--- config.mk ---
export PLATFORM = sky130hd
export DESIGN_NAME = pipe_ctrl
export DESIGN_NICKNAME = d
export VERILOG_FILES = /design/src/rtl/pipe_ctrl.sv
export SDC_FILE = /design/constraint.sdc
export NUM_CORES = 1
export LEC_CHECK = 0
export ABC_CLOCK_PERIOD_IN_PS = 3400
export BUFFER_PORTS_ARGS = -buffer_cell sky130_fd_sc_hd__clkbuf_2
export CORE_UTILIZATION = 47
export DETAILED_ROUTE_END_ITERATION = 16
export PLACE_DENSITY_LB_ADDON = 0.05
export SKIP_CTS_REPAIR_TIMING = 1
export SLEW_MARGIN = 20
export SYNTH_ARGS = -nofsm -noshare
export SYNTH_HDL_FRONTEND = slang
export SYNTH_SLANG_ARGS = --single-unit
export TNS_END_PERCENT = 20
--- constraint.sdc ---
create_clock -name clk -period 3.4 [get_ports clk]
set_input_delay 0.85 -clock clk [delete_from_list [all_inputs] [get_ports clk]]
set_output_delay 0.85 -clock clk [all_outputs]
set_load 0.03 [all_outputs]
--- src/rtl/pipe_ctrl.sv ---
// pipe_ctrl: IF/ID/EX/MEM stall, bubble, flush and PC-redirect sequencer with a saturating stall counter.
// Define PIPE_CTRL_FWD_EN when EX/MEM forwarding exists; only load-use hazards then stall.
module pipe_ctrl #(
  parameter int FLUSH_CYCLES = 1,
  parameter int CNT_W        = 32
) (
  input  logic             clk,
  input  logic             rst_n,
  input  logic             id_valid_i,
  input  logic [4:0]       id_rs1_i,
  input  logic [4:0]       id_rs2_i,
  input  logic             ex_valid_i,
  input  logic [4:0]       ex_rd_i,
  input  logic             ex_is_load_i,
  input  logic             mem_valid_i,
  input  logic [4:0]       mem_rd_i,
  input  logic             jump_i,
  input  logic [31:0]      jump_addr_i,
  input  logic             dmem_req_i,
  input  logic             dmem_ready_i,
  output logic             stall_pc_o,
  output logic             stall_if_id_o,
  output logic             stall_id_ex_o,
  output logic             bubble_id_ex_o,
  output logic             flush_if_id_o,
  output logic             pc_load_o,
  output logic [31:0]      pc_load_addr_o,
  output logic [1:0]       state_o,
  output logic [CNT_W-1:0] stall_cnt_o
);
  typedef enum logic [1:0] {RUN = 2'd0, MEM_WAIT = 2'd1, FLUSH = 2'd2} state_t;
  state_t           state_q, state_d;
  logic [3:0]       cnt_q, cnt_d;
  logic [CNT_W-1:0] stall_cnt_q, stall_cnt_d;
  logic             freeze, redirect, hazard, ex_hit, mem_hit, unused_ok;
  always_comb begin
    freeze   = dmem_req_i & !dmem_ready_i;
    redirect = !freeze & ex_valid_i & jump_i;
    ex_hit   = ex_valid_i & (ex_rd_i != 5'd0) & (ex_rd_i == id_rs1_i | ex_rd_i == id_rs2_i);
`ifdef PIPE_CTRL_FWD_EN
    ex_hit    = ex_hit & ex_is_load_i;
    mem_hit   = 1'b0;
    unused_ok = ^{mem_valid_i, mem_rd_i};
`else
    mem_hit   = mem_valid_i & (mem_rd_i != 5'd0) & (mem_rd_i == id_rs1_i | mem_rd_i == id_rs2_i);
    unused_ok = ex_is_load_i;
`endif
    hazard         = !freeze & !redirect & id_valid_i & (ex_hit | mem_hit);
    stall_pc_o     = rst_n & (freeze | hazard);
    stall_if_id_o  = stall_pc_o;
    stall_id_ex_o  = rst_n & freeze;
    bubble_id_ex_o = rst_n & (redirect | hazard);
    flush_if_id_o  = rst_n & !freeze & (redirect | state_q == FLUSH);
    pc_load_o      = rst_n & redirect;
    pc_load_addr_o = pc_load_o ? jump_addr_i : 32'd0;
    state_o        = state_q;
    stall_cnt_o    = stall_cnt_q;
    state_d = freeze ? MEM_WAIT
            : redirect ? (FLUSH_CYCLES == 0 ? RUN : FLUSH)
            : (state_q == FLUSH && cnt_q != 4'd1) ? FLUSH : RUN;
    cnt_d   = freeze ? 4'd0 : redirect ? 4'(FLUSH_CYCLES) : state_q == FLUSH ? cnt_q - 4'd1 : 4'd0;
    stall_cnt_d = (stall_pc_o & ~&stall_cnt_q) ? stall_cnt_q + CNT_W'(1) : stall_cnt_q;
  end
  always_ff @(posedge clk or negedge rst_n) begin
    if (!rst_n) begin
      state_q     <= RUN;
      cnt_q       <= 4'd0;
      stall_cnt_q <= '0;
    end else begin
      state_q     <= state_d;
      cnt_q       <= cnt_d;
      stall_cnt_q <= stall_cnt_d;
    end
  end
endmodule
==> summary.txt, run 1 <==
Final layout
  • Non-Filler Instances: 478
  • Area of the multi-input gates: 1670 um^2
  • Nets: 469
  • Filler Cell Count: 483
  • FF/Latch Area: 951 um^2
  • Fin area: 3510 um^2
  • Ant. Diodes: 0
  • Area grow syn2layout: 30.3%
  • Share of cells above drive strength 1: 43.1%

Detailed routing
  • Drt pass-1 iters: 4
  • Final routed DRC violation total: 0
  • Number of routed nets with antenna violations: 0
  • Vias: 2513
  • Post-DR wirelength/cell: 13.9 um
  • Initial DRC Count: 137
  • DR vias/cell: 5.26
  • Final wirelength: 6.65 mm

Clock network
  • CTS Sinks: 38
  • CTS tree: built
  • Clk_lat worst skew: 0.29 ns
  • CTS Buf Count: 5
  • Clk buf depth: 2
  • Clock Pin Slew Worst Setup and Hold Paths: 0.08 ns
  • H-tree levels: 2
  • Root Buffer: clkbuf_8

Timing
  • Post-route minimum period: 3.25 ns
  • Fmax: 0.308 GHz
  • # setup viols final: 0
  • Final hold violation count: 0
  • Slew Viols, Final: 0
  • Final setup TNS: 0 ns
  • Setup WS post-layout: 0.150 ns
  • Max_slew headroom: 58.6%
  • Worst slew pin tran: 0.615 ns
  • RSZ-0062 raised after global routing: no
  • Final period utilization: 95.6%
  • Final setup skew: 0.00629 ns

Placement
  • Placer Congestion: 0.824
  • Placed cell areas: 3410 um^2
  • Input/output buffers: 131
  • Post-DP HPWL: 5.21 mm
  • DP Cell Count: 470
  • Place WS: 0.0744 ns

Power and ir drop
  • Leakage: 1.67 nW
  • Clock share of power: 27.6%
  • Power per Cell Area: 330 nW/um^2
  • Total net switching power: 392 uW
  • Maximum vdd drop: 171 uV
  • Share of power burned in registers: 45.9%
  • Tot Pwr: 1.16 mW
  • Sw frac: 33.8%
  • Internal power: 766 uW
  • Logic gate share of total power: 26.6%

Yosys
  • Ranking of synthesized cells by area: dfrtp_1 35%, xnor2_1 13%, and2_1 8.4%, o211ai_2 6.5%, o2111ai_2 3.3%
  • Number of synthesis warnings: 0
  • Mean Syn Cell Area: 9.76 um^2
  • #FFs+latches synth: 38
  • Largest area contributor in the netlist: dfrtp_1
  • Commonest register cell after synthesis: dfrtp_1
  • Sequential share of the synthesized area: 35.3%
  • Async set-reset flop share out of synthesis: 100%
  • Syn Inst Count: 276
  • Share of the synthesized area in the top cell type: 35.3%
  • Synthesized area: 2690 um^2
  • Commonest cells in the netlist: 39 x xnor2_1, 38 x dfrtp_1, 36 x and2_1
  • Syn Nets: 340
  • Post-synth EDFFs: 0
  • Post-synth cell types: 48
  • Most frequent cell after synthesis: xnor2_1

Global route
  • Largest net degree at the start of global routing: 39
  • First-pass GRT wire length: 11.2 mm
  • Initial antenna violation count: 0
  • Tot GR Track Use: 23.5%
  • GRT overflow: 0
  • Vias in the first global route: 2398

Setup path
  • R2R setup slack: 0.91 ns
  • Slowest cell on crit path: or4_1
  • Data arrival, critical path: 2.40 ns
  • CP Capture Type: output port
  • Critical path startpoint category: input pin
  • Crit path depth: 7
  • Cell Chain, Critical Path: clkbuf_2 > or4_1 > o211ai_1 > or2_4 > o2bb2ai_4 > or2_4 > buf_4
  • Worst Path Required: 2.55 ns
  • Critical path type: input pin to output port
  • CP top delay family: simple AND/OR/NAND/NOR gates
  • Top cell by count, worst path: or2_4
  • R2r startpoint: stall_cnt_o[10]
  • Crit-path max FO: 3
  • CP max stage delay: 0.53 ns
  • Buffers plus inverters on the worst setup path: 2
  • Worst R2R End: stall_cnt_o[1]
  • R2r worst-path depth: 6

Outcome
  • Status: complete, no violations

Min path
  • Hold Path Depth: 1
  • Worst hold path startpoint: stall_cnt_o[31]
  • Hold Path Class: flip-flop to flip-flop
  • Worst Hold Endpoint: stall_cnt_o[31]

Die
  • Die Width: 77.7 um
  • Row count: 27
  • Core Footprint: 5510 um^2
  • Die Y: 77.7 um
  • Ports: 133
  • Die area: 6040 um^2
  • Starting Density: 48.9%

Job
  • Max Cap Viol: 0
-- cell families after synthesis --
logic type,Yosys count,synth area share (%)
DFF,38,35.3
muxes,2,0.836
xor gates and xnor gates,49,15.9
buffers and inverters,18,3.39
and+or+nand+nor,117,25.2
AOI/OAI and AO/OA,49,17.9
adders and majority gates,3,1.39
-- worst max path at each step --
| stage | startpoint | to | slack (ns) |
|---|---|---|---|
| 2_1_floorplan | ex_rd_i[0] | stall_pc_o | 0.20 |
| 3_3_place_gp | mem_rd_i[1] | stall_if_id_o | 0.10 |
| 3_5_place_dp | mem_rd_i[1] | stall_pc_o | 0.07 |
| 4_1_cts | mem_rd_i[1] | stall_if_id_o | 0.07 |
| 5_1_grt | mem_rd_i[1] | stall_if_id_o | 0.05 |
| 6_report | mem_rd_i[1] | stall_if_id_o | 0.15 |
-- stage by stage --
step	hold slack, ns	utilization (%)
finish	0.489	63.7
detailed placement	0.483	61.9
global route	0.523	63.7
global placement	0.474	61.9
CTS	0.496	63.6
floorplan	0.511	-
-- power by group through the flow --
stage	clock network, mW	registers, mW	logic [mW]
2_1_floorplan	0	0.588	0.138
3_3_place_gp	0	0.539	0.302
3_5_place_dp	0	0.539	0.308
4_1_cts	0.332	0.531	0.309
5_1_grt	0.343	0.539	0.334
6_report	0.319	0.532	0.308
-- routing by layer --
layer | vias to the layer above | part of all wire (%) | track usage (%)
li1 | 1243 | - | -
met1 | 1163 | 41 | 27.2
met2 | 95 | 50 | 42.0
met3 | 12 | 6.8 | 5.18
met4 | 0 | 2.3 | 8.87
met5 | - | 0 | 0
-- layout make-up --
class,instances,share of cell area [%]
Multi-Input combinational cell,220,47.5
Clock inverter,1,0.143
Timing Repair Buffer,135,19.7
Tap cell,72,2.57
Clock buffer,7,2.46
Sequential cell,38,27.1
Inverter,5,0.535
-- cells in the final DEF, fill, tap and decap left out, types with 2 or more instances in the layout --
master,instances
xor2_1,10
o2111ai_2,6
nor3_1,10
buf_4,6
or2_4,2
and3_2,2
a21o_1,2
dfrtp_1,38
mux2_2,2
inv_1,5
a21oi_1,6
o21ai_0,2
o211ai_2,14
and2_1,36
and3_1,8
nor4_1,3
o211ai_1,4
clkbuf_2,129
xnor2_1,39
o2111ai_1,4
clkbuf_8,6
nand3_1,11
nand2_1,14
nand4_1,3
nor2b_1,2
ha_1,3
nor2_1,14
and4_1,5
-- state kept, by name, indices dropped and copies added, names as in the netlist --
| name | flops |
|---|---|
| state_o | 2 |
| stall_cnt_o | 32 |
| cnt_q | 4 |
-- worst register-to-register path, cell delays in order (launching register included) --
cell      delay [ns]
dfrtp_1         0.41
nand3_1         0.23
or4_4           0.62
nor3_4          0.30
nand2b_4        0.27
o21ai_2         0.19
mux2_2          0.36
No activity file was read; power rests on OpenSTA's default activity.
==> inputs of run 2 (changes only) <==
Settings changed: ABC_CLOCK_PERIOD_IN_PS 3400 to 4200, CORE_UTILIZATION 47 to 50.
Clock period 3.4 ns to 4.2 ns, I/O delays scaled along.
==> run 2 against run 1 <==
Compared with the run above:
- non-clock buffer count rose by 1
- via count rose by 0.52%
- critical path depth unchanged
- register-to-register slack improved by 0.81 ns
- global-route usage is 1.1 points higher
- routed wire length rose by 0.68%
- cell count fell by 0.21%
- total power decreased by 19%
- largest power group unchanged
==> summary.txt, run 2 (same netlist as run 1, synthesis figures left out) <==
Final layout
  • FF/Latch Area: 951 um^2 (unchanged)
  • Share of cells above drive strength 1: 43.2% (+0.14 points)
  • Area of the multi-input gates: 1660 um^2 (-0.30%)
  • Leading cell type in the layout, fill and taps excluded: clkbuf_2
  • Nets: 470 (+0.21%)
  • Area grow syn2layout: 30.2%
  • Filler Cell Count: 445 (-7.9%)
  • Most frequent cells in the layout: 131 x clkbuf_2, 39 x xnor2_1, 38 x dfrtp_1
  • Max reg flops: 32 (unchanged)
  • Fin util: 68.2% (+4.4 points)
  • Non-Filler Instances: 477 (-0.21%)
  • Ant. Diodes: 0 (unchanged)

Setup path
  • R2r worst-path depth: 6 (unchanged)
  • Critical path startpoint category: input pin
  • Worst Path Required: 3.15 ns (+0.60 ns)
  • Timing startpoint of the critical path: mem_rd_i[1]
  • CP Capture Type: output port
  • Data arrival, critical path: 2.63 ns (+0.23 ns)
  • Critical path type: input pin to output port
  • R2r startpoint: stall_cnt_o[7]
  • Crit-path max FO: 3 (unchanged)

Global route
  • Largest net degree at the start of global routing: 39 (unchanged)
  • Tot GR Track Use: 24.6% (+1.1 points)
  • Vias in the first global route: 2322 (-3.2%)
  • GRT overflow: 0 (unchanged)
  • First-pass GRT wire length: 10.7 mm (-5.2%)
  • Initial antenna violation count: 0 (unchanged)

Detailed routing
  • Final wirelength: 6.70 mm (+0.68%)
  • Post-DR wirelength/cell: 14.0 um (+0.89%)
  • Final routed DRC violation total: 0 (unchanged)
  • Drt pass-1 iters: 4 (unchanged)
  • Number of routed nets with antenna violations: 0 (unchanged)
  • Vias: 2526 (+0.52%)
  • Initial DRC Count: 95 (-31%)
  • DR vias/cell: 5.30 (+0.73%)

Die
  • Starting Density: 52.4% (+3.5 points)
  • Die Width: 75.4 um (-3.0%)
  • Ports: 133 (unchanged)
  • Die Y: 75.4 um (-3.0%)
  • Die area: 5680 um^2 (-5.8%)
  • Row count: 26 (-3.7%)
  • Core Footprint: 5140 um^2 (-6.7%)

Clock network
  • CTS Sinks: 38 (unchanged)
  • Clk buf depth: 2 (unchanged)
  • CTS Buf Count: 5 (unchanged)
  • Clk_lat worst skew: 0.29 ns (about the same)
  • Clock Pin Slew Worst Setup and Hold Paths: 0.07 ns (about the same)
  • CTS tree: built
  • Root Buffer: clkbuf_8
  • H-tree levels: 2 (unchanged)

Min path
  • Worst hold path startpoint: stall_cnt_o[12]
  • Hold Path Class: flip-flop to flip-flop
  • Hold Path Depth: 1 (unchanged)

Outcome
  • Status: complete, no violations

Placement
  • Place WS: 0.514 ns (+0.440 ns)
  • DP Cell Count: 469 (-0.21%)
  • Input/output buffers: 131 (unchanged)
  • Placer Congestion: 0.796 (-3.5%)
  • Post-DP HPWL: 5.24 mm (+0.48%)

Timing
  • Fmax: 0.272 GHz
  • Final setup skew: 0.00447 ns (-0.00182 ns)
  • RSZ-0062 raised after global routing: no
  • Final hold violation count: 0 (unchanged)
  • # setup viols final: 0 (unchanged)
  • Final period utilization: 87.6%
  • Max_slew headroom: 56.7% (-1.9 points)
  • Min Hold Slack: 0.492 ns (+0.00350 ns)
  • Final setup TNS: 0 ns (unchanged)
  • Setup WS post-layout: 0.520 ns (+0.371 ns)
  • Slew Viols, Final: 0 (unchanged)
  • Worst slew pin tran: 0.643 ns (+0.0276 ns)
  • Post-route minimum period: 3.68 ns

Job
  • Max Cap Viol: 0 (unchanged)

Power and ir drop
  • Leakage: 1.67 nW (+0.21%)
  • Maximum vdd drop: 193 uV (+13%)
  • Power per Cell Area: 268 nW/um^2 (-19%)
[run 2: cell count changes in the layout (fill, tap and decap cells not counted), sizes merged]
cell,change
buf,-1
clkbuf,+2
[run 2: final cells by class]
type | instances | share of cell area [%]
Timing Repair Buffer | 136 | 19.8
Tap cell | 70 | 2.50
Clock buffer | 7 | 2.46
Inverter | 5 | 0.536
Clock inverter | 1 | 0.143
Multi-Input combinational cell | 220 | 47.4
Sequential cell | 38 | 27.1
[run 2: critical path: stages]
cell and delay, ns:
clkbuf_2 0.11, or4_1 0.52, o211ai_1 0.22, or2_2 0.17, o2bb2ai_4 0.05, or2_2 0.31, clkbuf_2 0.19
[run 2: worst paths after layout]
check / to / slack (ns)
setup / recovery: stall_if_id_o / 0.52
setup reg to reg: stall_cnt_o[1] / 1.72
hold reg to reg: stall_cnt_o[12] / 0.49
max in group asynchronous: stall_cnt_o[8] / 2.98
min in group asynchronous: stall_cnt_o[20] / 0.89
hold / removal: stall_cnt_o[12] / 0.49
[run 2: through the flow]
step | area, um^2 | total power, mW
floorplan | 2690 | 0.587
CTS | 3500 | 0.942
global route | 3500 | 0.987
finish | 3500 | 0.938
detailed placement | 3410 | 0.686
global placement | 3410 | 0.681
[run 2: where the power goes]
group	internal, mW	switching (mW)	leakage, nW	total [mW]
registers	0.392	0.0385	0.514	0.431
logic	0.0953	0.152	1.11	0.247
clock network	0.132	0.127	0.0482	0.260
[run 2: routing by layer]
layer	wire, um	global-route usage (%)
met1	2800	29.1
met5	0	0
met4	96	8.23
met2	3460	44.0
met3	344	5.56
==> inputs of run 3 (changes only) <==
Settings changed: PLACE_DENSITY set to 0.95, PLACE_DENSITY_LB_ADDON 0.05 to unset.
==> run 3 against run 2 <==
Compared with the run above:
- cell count down 0.42%
- clock-buffer cell count unchanged
- core utilization down 0.44 points
- critical endpoint unchanged
- highest routed layer unchanged
- largest power group unchanged
==> summary.txt, run 3 (same netlist as run 1, synthesis figures left out) <==
Outcome
  • Status: complete, no violations

Power and ir drop
  • Power per Cell Area: 263 nW/um^2 (-1.5%)
  • Maximum vdd drop: 183 uV (-5.2%)
  • Leakage: 1.66 nW (-0.91%)

Final layout
  • Nets: 469 (-0.21%)
  • Ant. Diodes: 0 (unchanged)
  • Fin util: 67.7% (-0.44 points)
  • Area grow syn2layout: 29.3%
  • Fin area: 3480 um^2 (-0.64%)
  • Leading cell type in the layout, fill and taps excluded: clkbuf_2
  • Filler Cell Count: 429 (-3.6%)
  • Share of cells above drive strength 1: 42.7% (-0.53 points)
  • Max reg flops: 32 (unchanged)
  • Most frequent cells in the layout: 131 x clkbuf_2, 39 x xnor2_1, 38 x dfrtp_1

Global route
  • Tot GR Track Use: 24.6% (about the same)
  • First-pass GRT wire length: 10.9 mm (+2.1%)
  • Vias in the first global route: 2462 (+6.0%)
  • Initial antenna violation count: 0 (unchanged)
  • GRT overflow: 0 (unchanged)
  • Largest net degree at the start of global routing: 35 (-10%)

Setup path
  • Worst Path Required: 3.15 ns (about the same)
  • Slowest cell on crit path: or3_1
  • Crit path depth: 7 (unchanged)
  • Critical path type: input pin to output port
  • Timing startpoint of the critical path: ex_rd_i[0]
  • Crit-path max FO: 3 (unchanged)
  • R2r startpoint: stall_cnt_o[10]
  • Top cell by count, worst path: clkbuf_2
  • Buffers plus inverters on the worst setup path: 2 (unchanged)
  • Critical path startpoint category: input pin
  • CP top delay family: simple AND/OR/NAND/NOR gates
  • R2r worst-path depth: 6 (unchanged)
  • CP max stage delay: 0.38 ns (-0.14 ns)
  • Data arrival, critical path: 2.64 ns (about the same)
  • CP Capture Type: output port
  • Cell Chain, Critical Path: clkbuf_2 > or3_1 > o311a_1 > nor2b_1 > o2bb2ai_4 > or2_2 > clkbuf_2

Min path
  • Hold Path Class: flip-flop to flip-flop
  • Hold Path Depth: 1 (unchanged)
  • Worst hold path startpoint: stall_cnt_o[5]

Timing
  • Fmax: 0.271 GHz (-0.31%)
  • Final setup TNS: 0 ns (unchanged)
  • # setup viols final: 0 (unchanged)
  • Worst slew pin tran: 0.775 ns (+0.132 ns)
  • Min Hold Slack: 0.492 ns (-0.000168 ns)
  • Final setup skew: 0.00497 ns (+0.000503 ns)
  • Slew Viols, Final: 0 (unchanged)
  • Final period utilization: 87.9% (+0.27 points)
  • Final hold violation count: 0 (unchanged)
  • Max_slew headroom: 47.9% (-8.9 points)
  • Post-route minimum period: 3.69 ns (+0.0114 ns)
  • RSZ-0062 raised after global routing: no

Detailed routing
  • DR vias/cell: 5.48 (+3.4%)
  • Final wirelength: 7.03 mm (+4.9%)
  • Final routed DRC violation total: 0 (unchanged)
  • Top routing layer used: met4
  • WL met1: 2.76 mm (-1.2%)
  • Vias: 2602 (+3.0%)
  • Post-DR wirelength/cell: 14.8 um (+5.4%)
  • DR WL met2: 3.72 mm (+7.5%)
  • Number of routed nets with antenna violations: 0 (unchanged)
  • Drt pass-1 iters: 4 (unchanged)
  • Wire length on met3: 430 um (+25%)
  • Initial DRC Count: 167 (+76%)

Placement
  • Post-DP HPWL: 5.53 mm (+5.6%)
  • Input/output buffers: 131 (unchanged)
  • Placed cell areas: 3410 um^2 (-0.22%)
  • Placer Congestion: 0.887 (+12%)

Clock network
  • Clock Pin Slew Worst Setup and Hold Paths: 0.07 ns (about the same)
  • CTS Sinks: 38 (unchanged)
  • Clk buf depth: 2 (unchanged)
  • CTS Buf Count: 5 (unchanged)
  • Clk_lat worst skew: 0.29 ns (about the same)
  • Root Buffer: clkbuf_8
  • CTS tree: built
  • H-tree levels: 2 (unchanged)

Die
  • Die area: 5680 um^2 (unchanged)
  • Die Width: 75.4 um (unchanged)
  • Ports: 133 (unchanged)
  • Starting Density: 52.4% (unchanged)
  • Core Footprint: 5140 um^2 (unchanged)
  • Row count: 26 (unchanged)
  • Die Y: 75.4 um (unchanged)

Job
  • Max Cap Viol: 0 (unchanged)
[run 3: worst paths after layout]
kind,end,slack [ns]
worst max-delay path,stall_if_id_o,0.51
worst min register to register,stall_cnt_o[5],0.49
worst min-delay path,stall_cnt_o[5],0.49
worst max register to register,stall_cnt_o[1],1.71
max in group asynchronous,stall_cnt_o[9],2.96
min in group asynchronous,cnt_q[0],0.58
[run 3: cell type report]
class	instances	area (um^2)	area share, %
Timing Repair Buffer	135	686	19.7
Multi-Input combinational cell	220	1660	47.8
Inverter	5	18.8	0.539
Sequential cell	38	951	27.3
Clock buffer	7	76.3	2.19
Tap cell	70	87.6	2.52
[run 3: metal layers]
layer | up-vias | GRT usage (%)
li1 | 1244 | -
met1 | 1228 | 28.6
met2 | 118 | 44.1
met3 | 12 | 5.56
met4 | 0 | 9.26
met5 | - | 0
[run 3: through the flow]
step / setup slack (ns) / power (mW) / cells
2_1_floorplan: 0.595 / 0.587 / 276
3_3_place_gp: 0.525 / 0.678 / 468
3_5_place_dp: 0.504 / 0.689 / 468
4_1_cts: 0.499 / 0.924 / 475
5_1_grt: 0.437 / 0.967 / 475
6_report: 0.509 / 0.917 / 475
[run 3: where the power goes]
| group | switching, mW | total, mW | internal (mW) | leakage (nW) |
|---|---|---|---|---|
| Sequential | 0.0378 | 0.430 | 0.392 | 0.514 |
| Combinational | 0.156 | 0.252 | 0.0952 | 1.10 |
| Clock | 0.122 | 0.236 | 0.114 | 0.0383 |
